### src/rtl/activation_unit_pkg.sv
// rtl/activation_unit_pkg.sv - shared constants and types for the activation datapath
package activation_unit_pkg;

    localparam int MATRIX_WIDTH = 14;
    localparam int ACC_WIDTH    = 32;
    localparam int BYTE_WIDTH   = 8;
    localparam int FRAC_BITS    = 8;

    typedef logic [3:0] ACTIVATION_BIT_TYPE;

    localparam ACTIVATION_BIT_TYPE ACT_NONE  = 4'b0000;
    localparam ACTIVATION_BIT_TYPE ACT_RELU  = 4'b0001;
    localparam ACTIVATION_BIT_TYPE ACT_RELU6 = 4'b0010;

    typedef logic [ACC_WIDTH-1:0]  ACC_ROW_TYPE  [MATRIX_WIDTH];
    typedef logic [BYTE_WIDTH-1:0] BYTE_ROW_TYPE [MATRIX_WIDTH];

endpackage

### src/rtl/activation_lane.sv
// rtl/activation_lane.sv - one lane: round, shift + activate, saturate (3 registers)
module activation_lane
    import activation_unit_pkg::*;
(
    input  logic                  clk,
    input  logic                  rst,
    input  logic                  enable,
    input  logic [ACC_WIDTH-1:0]  acc,
    input  logic                  sign_s1,
    input  ACTIVATION_BIT_TYPE    func_s2,
    input  logic                  sign_s2,
    input  logic                  sign_s3,
    output logic [BYTE_WIDTH-1:0] act
);

    // One extra bit keeps the rounding add overflow-free in both modes.
    localparam int EW = ACC_WIDTH + 1;
    localparam logic signed [EW-1:0] HALF  = EW'(1) << (FRAC_BITS - 1);
    localparam logic signed [EW-1:0] ZERO  = EW'(0);
    localparam logic signed [EW-1:0] SIX   = EW'(6);
    localparam logic signed [EW-1:0] S_MAX = EW'(127);
    localparam logic signed [EW-1:0] S_MIN = EW'(-128);
    localparam logic signed [EW-1:0] U_MAX = EW'(255);

    logic signed [EW-1:0] ext, r1, r1_q, q, fn, fn_q;
    logic [BYTE_WIDTH-1:0] sat;

    always_comb begin
        ext = sign_s1 ? $signed({acc[ACC_WIDTH-1], acc}) : $signed({1'b0, acc});
        r1  = ext + HALF;
    end

    // Unsigned q is never negative, so the signed clamps below reduce to the unsigned rules.
    always_comb begin
        q  = sign_s2 ? (r1_q >>> FRAC_BITS) : $signed($unsigned(r1_q) >> FRAC_BITS);
        fn = q;
        case (func_s2)
            ACT_NONE:  fn = q;
            ACT_RELU:  fn = (q < ZERO) ? ZERO : q;
            ACT_RELU6: fn = (q < ZERO) ? ZERO : ((q > SIX) ? SIX : q);
            default:   fn = q;
        endcase
    end

    always_comb begin
        sat = fn_q[BYTE_WIDTH-1:0];
        if (sign_s3) begin
            if (fn_q > S_MAX)      sat = S_MAX[BYTE_WIDTH-1:0];
            else if (fn_q < S_MIN) sat = S_MIN[BYTE_WIDTH-1:0];
        end else begin
            if (fn_q > U_MAX)      sat = U_MAX[BYTE_WIDTH-1:0];
            else if (fn_q < ZERO)  sat = '0;
        end
    end

    always_ff @(posedge clk) begin
        if (!rst) begin
            r1_q <= '0;
            fn_q <= '0;
            act  <= '0;
        end else if (enable) begin
            r1_q <= r1;
            fn_q <= fn;
            act  <= sat;
        end
    end

endmodule

### src/rtl/activation_unit.sv
// rtl/activation_unit.sv - accumulator row to activated byte row, 3-stage pipeline
module activation_unit
    import activation_unit_pkg::*;
(
    input  logic                               clk,
    input  logic                               rst,
    input  logic                               enable,
    input  logic                               valid_in,
    input  logic [MATRIX_WIDTH*ACC_WIDTH-1:0]  acc_data,
    input  ACTIVATION_BIT_TYPE                 activation_function,
    input  logic                               signed_not_unsigned,
    output logic [MATRIX_WIDTH*BYTE_WIDTH-1:0] act_data,
    output logic                               valid_out
);

    ACC_ROW_TYPE        acc_row;
    BYTE_ROW_TYPE       act_row;
    logic [2:0]         valid_p;
    ACTIVATION_BIT_TYPE func_p1;
    logic               sign_p1, sign_p2;

    // Stage 1 uses the live inputs; later stages use the copies travelling with the row.
    always_ff @(posedge clk) begin
        if (!rst) begin
            valid_p <= '0;
            func_p1 <= ACT_NONE;
            sign_p1 <= 1'b0;
            sign_p2 <= 1'b0;
        end else if (enable) begin
            valid_p <= {valid_p[1:0], valid_in};
            func_p1 <= activation_function;
            sign_p1 <= signed_not_unsigned;
            sign_p2 <= sign_p1;
        end
    end

    assign valid_out = valid_p[2];

    for (genvar i = 0; i < MATRIX_WIDTH; i++) begin : g_lane
        assign acc_row[i] = acc_data[i*ACC_WIDTH +: ACC_WIDTH];
        assign act_data[i*BYTE_WIDTH +: BYTE_WIDTH] = act_row[i];

        activation_lane u_lane (
            .clk     (clk),
            .rst     (rst),
            .enable  (enable),
            .acc     (acc_row[i]),
            .sign_s1 (signed_not_unsigned),
            .func_s2 (func_p1),
            .sign_s2 (sign_p1),
            .sign_s3 (sign_p2),
            .act     (act_row[i])
        );
    end

endmodule

### config.mk
export PLATFORM = sky130hd
export DESIGN_NAME = activation_unit
export DESIGN_NICKNAME = d
export VERILOG_FILES = /design/src/rtl/activation_unit_pkg.sv /design/src/rtl/activation_lane.sv /design/src/rtl/activation_unit.sv
export SDC_FILE = /design/constraint.sdc
export NUM_CORES = 2
export LEC_CHECK = 0
export CORE_ASPECT_RATIO = 1.4
export CORE_MARGIN = 2
export CORE_UTILIZATION = 69
export CTS_CLUSTER_DIAMETER = 30
export CTS_CLUSTER_SIZE = 24
export DETAILED_ROUTE_END_ITERATION = 10
export DONT_BUFFER_PORTS = 1
export HOLD_SLACK_MARGIN = 0.02
export PLACE_DENSITY = 0.9
export SYNTH_ARGS = -nofsm -noshare
export SYNTH_HDL_FRONTEND = slang
export SYNTH_SLANG_ARGS = --single-unit
### constraint.sdc
create_clock -name clk -period 6.8 [get_ports clk]
set_clock_uncertainty 0.15 [all_clocks]
set_input_delay 1.36 -clock clk [delete_from_list [all_inputs] [get_ports clk]]
set_output_delay 1.36 -clock clk [all_outputs]
set_load 0.03 [all_outputs]
# ---- Yosys cells after proc, flatten, opt, wreduce, memory -nomap -nowiden
# Cells that the tools add are included.
dict set report classes {
  n_addsub 14
  order_cmp 84
  eq_ne 2
  n_mux 154
}
# cell count
set op_table {}
lappend op_table {{$mux 33} 70}
lappend op_table {{$lt 33x1->1 const B} 28}
lappend op_table {{$pmux 33 s2} 14}
lappend op_table {{$mux 8} 70}
lappend op_table {{$add 33x9->33 const B} 14}
lappend op_table {{$gt 33x4->1 const B} 14}
lappend op_table {{$gt 33x8->1 const B} 14}
lappend op_table {{$gt 33x9->1 const B} 14}
lappend op_table {{$lt 33x8->1 const B} 14}
lappend op_table {{$eq 4x1->1 const B} 1}
lappend op_table {{$eq 4x2->1 const B} 1}
dict set report word_totals {
  regBits 1045
  in_bits 457
  output_inout_bits 113
  elab_cells 300
}

# ---- Logic depth before layout (Yosys ltp)
dict set report depth {
  depth_word 5
  depth_mapped 8
}

# ---- Hierarchy
# Synthesis repeated with hierarchy kept, for this count alone.
dict set report hier_totals {
  hier_cells 4986
  area_unflattened_um2 40253.6
}
# module instances cells_per_inst area_per_inst_um2 seq_area_each_um2
set modules_own_cells {}
lappend modules_own_cells {{activation_lane (g_lane[0].u_lane ...)} 13 358 2862.7 1181.1}
lappend modules_own_cells {{activation_lane (g_lane[9].u_lane)} 1 304 2700.1 1181.1}
lappend modules_own_cells {activation_unit 1 28 337.8 180.2}

# ---- Worst setup path before layout
# Ideal clock, no wire load.
dict set report synth_path {
  path_kind {input to register}
  from {input acc_data[167]}
  to {register g_lane[5].u_lane.r1_q[25]}
  setup_time_ns 0.120
  arrival_time_ns 2.834
  t_required_ns 6.530
  path_slack_ns 3.696
  stages 6
  path_cell_list {ha_1 -> nand3_1 -> or4_1 -> buf_2 -> o211a_1 -> a211o_1}
}
dict set report synth_between {
  elab_chain_cells 2
}
# item line
set synth_lines {}
lappend synth_lines {{start: declaration} activation_unit.sv:9} ;# input logic [MATRIX_WIDTH*ACC_WIDTH-1:0] acc_data,
lappend synth_lines {{$mux 33} activation_lane.sv:29} ;# ext = sign_s1 ? $signed({acc[ACC_WIDTH-1], acc}) : $signed({1'b0, acc});
lappend synth_lines {{$add 33x9->33} activation_lane.sv:30} ;# r1 = ext + HALF;
lappend synth_lines {{end signal: assignment} activation_lane.sv:62} ;# r1_q <= r1;
lappend synth_lines {{end: declaration} activation_lane.sv:25} ;# logic signed [EW-1:0] ext, r1, r1_q, q, fn, fn_q;
# No other way between the ends.
# A chain may end at the register's enable or synchronous reset.

==> results by group <==
Routing
  • Final ANT Viol Nets: 0
  • Routed Wire Length: 118 mm
  • Initial drt markers: 3,803
  • Initial DRT Pass Iterations: 10
  • DRC Markers: 0
  • DR vias/cell: 6.93
  • DR WL/cell: 21.2 um
  • Total number of vias: 38,400

STA
  • RSZ-0062 raised after global routing: false
  • Final setup violating endpoints: 0
  • Tmin final: 3.83 ns
  • Slew @ Worst Pin: 1.27 ns
  • Sum Neg Setup Slack: 0 ns
  • Crit share post-route: 0.563
  • Final Hold Viols: 0
  • Setup slack after layout: 2.97 ns
  • Slew HR: 0.153
  • Slew Limit Fails: 0
  • Maximum clock rate: 261 MHz

Synth
  • Avg Synthesized Cell Area: 7.97 um2
  • EDFF count, synth: 0
  • Synth warn: 0
  • Ys async rst share: 0
  • Mapped Area: 39,100 um2
  • Cell variety after synth: 70
  • Seq/Total Area, Yosys: 0.427
  • Primary FF master, synth: dfxtp_1
  • Synthesized Nets: 5,381
  • #FFs+latches synth: 835
  • Cells after Synth: 4,910

Final layout
  • Area Overhead vs Synth: 10.2%
  • Layout cells sized above 1: 0.0591
  • Final #Nets: 5,173

Pwr
  • P_int: 9490 uW
  • P per Cell Area: 301 nW/um2
  • Switching part of the total power: 0.270
  • Sequential power share: 0.438
  • NetSw: 3510 uW
  • Clock power frac: 0.488
  • Leakage: 0.0146 uW
  • Maximum VDD drop: 0.259 mV
  • Logic pwr share: 0.074

Clock network
  • CTS resizes: 0
  • Clock Sinks: 835
  • CTS Buffer Depth: 3
  • Cts hold-fix bufs: 0
  • Worst skew pair latency: 0.70 ns
  • Clock Tree Root: clkbuf_16
  • Postcts setup bufs: 0
  • CTS Buf Count: 121
  • H-Tree Level Count: 3
  • CTS tree: done
  • Clock-pin slew on the worst setup and hold paths: 0.05 ns

Run
  • Max-cap violations: 0

Place
  • Place WS: 3.25 ns
  • Dpl hpwl: 74.2 mm
  • IO buf count: 0
  • GP Congestion: 0.939

Critical path
  • CP startpoint kind: primary input
  • CP max FO: 739
  • Crit path required time: 7.21 ns
  • Worst EP arrival: 4.23 ns
  • CP Capture Type: flop
  • Critical path class: primary input to flop

Global routing
  • Total gr overflow: 0
  • Largest net degree at the start of global routing: 740
  • Global-route wire length before repair: 184 mm
  • Vias in the first global route: 36,100
  • Initial antenna violation count: 6
  • Gr usage total: 0.386

Die
  • I/O pin cnt: 570
  • Die extent in x: 205 um
  • Placeable Area: 56,200 um2
  • Height of the die: 286 um
  • # rows: 103
  • Starting Density: 0.697
  • Die ar.: 58,700 um2

Run status
  • Run status: complete, no violations

Min path
  • Worst hold path type: flop to flop
-- worst paths after layout --
| kind | slack [ns] | cells past startpoint | startpoint | end |
|---|---|---|---|---|
| min reg2reg | 0.30 | 2 | g_lane[9].u_lane.fn_q[5] | g_lane[9].u_lane.fn_q[5] |
| min | 0.30 | 2 | g_lane[9].u_lane.fn_q[5] | g_lane[9].u_lane.fn_q[5] |
| max | 2.97 | 5 | enable | g_lane[8].u_lane.r1_q[26] |
| max reg2reg | 3.55 | 5 | func_p1[3] | g_lane[11].u_lane.fn_q[1] |
-- layer usage --
layer | share of wire | up-vias | GRT usage
met3 | 0.10 | 512 | 0.117
met2 | 0.48 | 1961 | 0.640
li1 | - | 18000 | -
met4 | 0.067 | 4 | 0.260
met5 | 0.00022 | - | 0
met1 | 0.35 | 17900 | 0.425
-- synthesized netlist by cell type (6+ instances only) --
library cell  count  area (um2)
a211oi_1         91         683
a21o_1           54         405
a21oi_1         178         891
a22oi_1          37         278
a311oi_1         14         123
a31oi_1         158         988
a32o_1           36         360
a32oi_1           8        70.1
and2_1           10        62.6
and3_1           38         238
and4_1           34         298
buf_1            19        71.3
buf_2            41         205
clkbuf_1        286        1070
dfxtp_1         835       16700
ha_1             14         175
inv_1            81         304
mux2i_1          22         220
nand2_1         560        2100
nand3_1         533        2670
nand3_2           6        60.1
nand4_1         151         945
nor2_1          219         822
nor3_1           92         460
nor3b_1           9        67.6
nor4_1          169        1060
o2111ai_1        10        87.6
o211ai_1         56         420
o21a_1           14         105
o21ai_0         489        2450
o21ai_1         171         856
o221a_1          16         180
o221a_2          10         113
o31ai_1          49         368
or3_1            90         563
or4_1            72         541
xnor2_1         109         955
xor2_1           53         464
-- cell families (layout without fill, tap and decap cells) --
family / Yosys count / after routing / share of synthesized area
AND/OR/NAND/NOR: 2013 / 2013 / 0.259
AO/OA/AOI/OAI: 1433 / 1433 / 0.224
flip-flops: 835 / 835 / 0.427
buffers and inverters: 430 / 327 / 0.0429
XOR/XNOR: 162 / 162 / 0.0363
multiplexers: 23 / 23 / 0.00591
adder cells (fa/ha/maj): 14 / 14 / 0.00448
other: 0 / 2 / 0
-- power by group through the flow --
stage	Clock [uW]	Sequential (uW)	Combinational, uW
detailed placement	0	5780	926
floorplan	0	5660	813
finish	6340	5700	962
global route	6600	5720	1070
global placement	0	5770	895
CTS	6360	5680	947
-- cell usage in the layout, fill, tap and decap left out, types with 54 or more instances in the layout --
cell type	n
a21o_1	54
nor4_1	169
xnor2_1	109
o21ai_0	489
nor2_1	218
nand3_1	533
o21ai_1	171
a21oi_1	177
inv_1	80
or4_1	72
nand4_1	151
a31oi_1	158
o211ai_1	56
or3_1	90
a211oi_1	91
clkbuf_16	121
dfxtp_1	833
nor3_1	92
nand2_1	559
-- per-stage QoR --
step / util / cell area, um2 / cells / hold slack, ns / total power (uW)
finish: 0.768 / 43100 / 5544 / 0.296 / 13000
detailed placement: 0.693 / 38900 / 5314 / 0.288 / 6700
floorplan: - / 39100 / 4910 / 0.275 / 6480
global placement: 0.693 / 38900 / 5314 / 0.283 / 6660
CTS: 0.768 / 43100 / 5542 / 0.296 / 13000
global route: 0.768 / 43100 / 5544 / 0.317 / 13400
-- worst max-delay path: stages --
cell and delay, ns:
inv_4 1.25, buf_4 0.58, nor4_1 0.15, nand3_1 0.16, nand3_1 0.09
-- cell type report --
cell class | instances | area [um2]
multi-input combinational | 3645 | 20800
sequential | 835 | 16700
fill | 3919 | 13100
clock buffer | 137 | 3210
clock inverter | 91 | 991
tap | 735 | 920
inverter | 82 | 315
timing repair buffer | 17 | 178
antenna | 2 | 5.00
-- flip-flops by register name (all words and copies together) (netlist names) --
register and flops:
sign_p2 1, func_p1 4, g_lane.u_lane.r1_q 350, g_lane.u_lane.act 112, valid_p 3, g_lane.u_lane.fn_q 364, sign_p1 1
(Power assumes the default switching activity.)
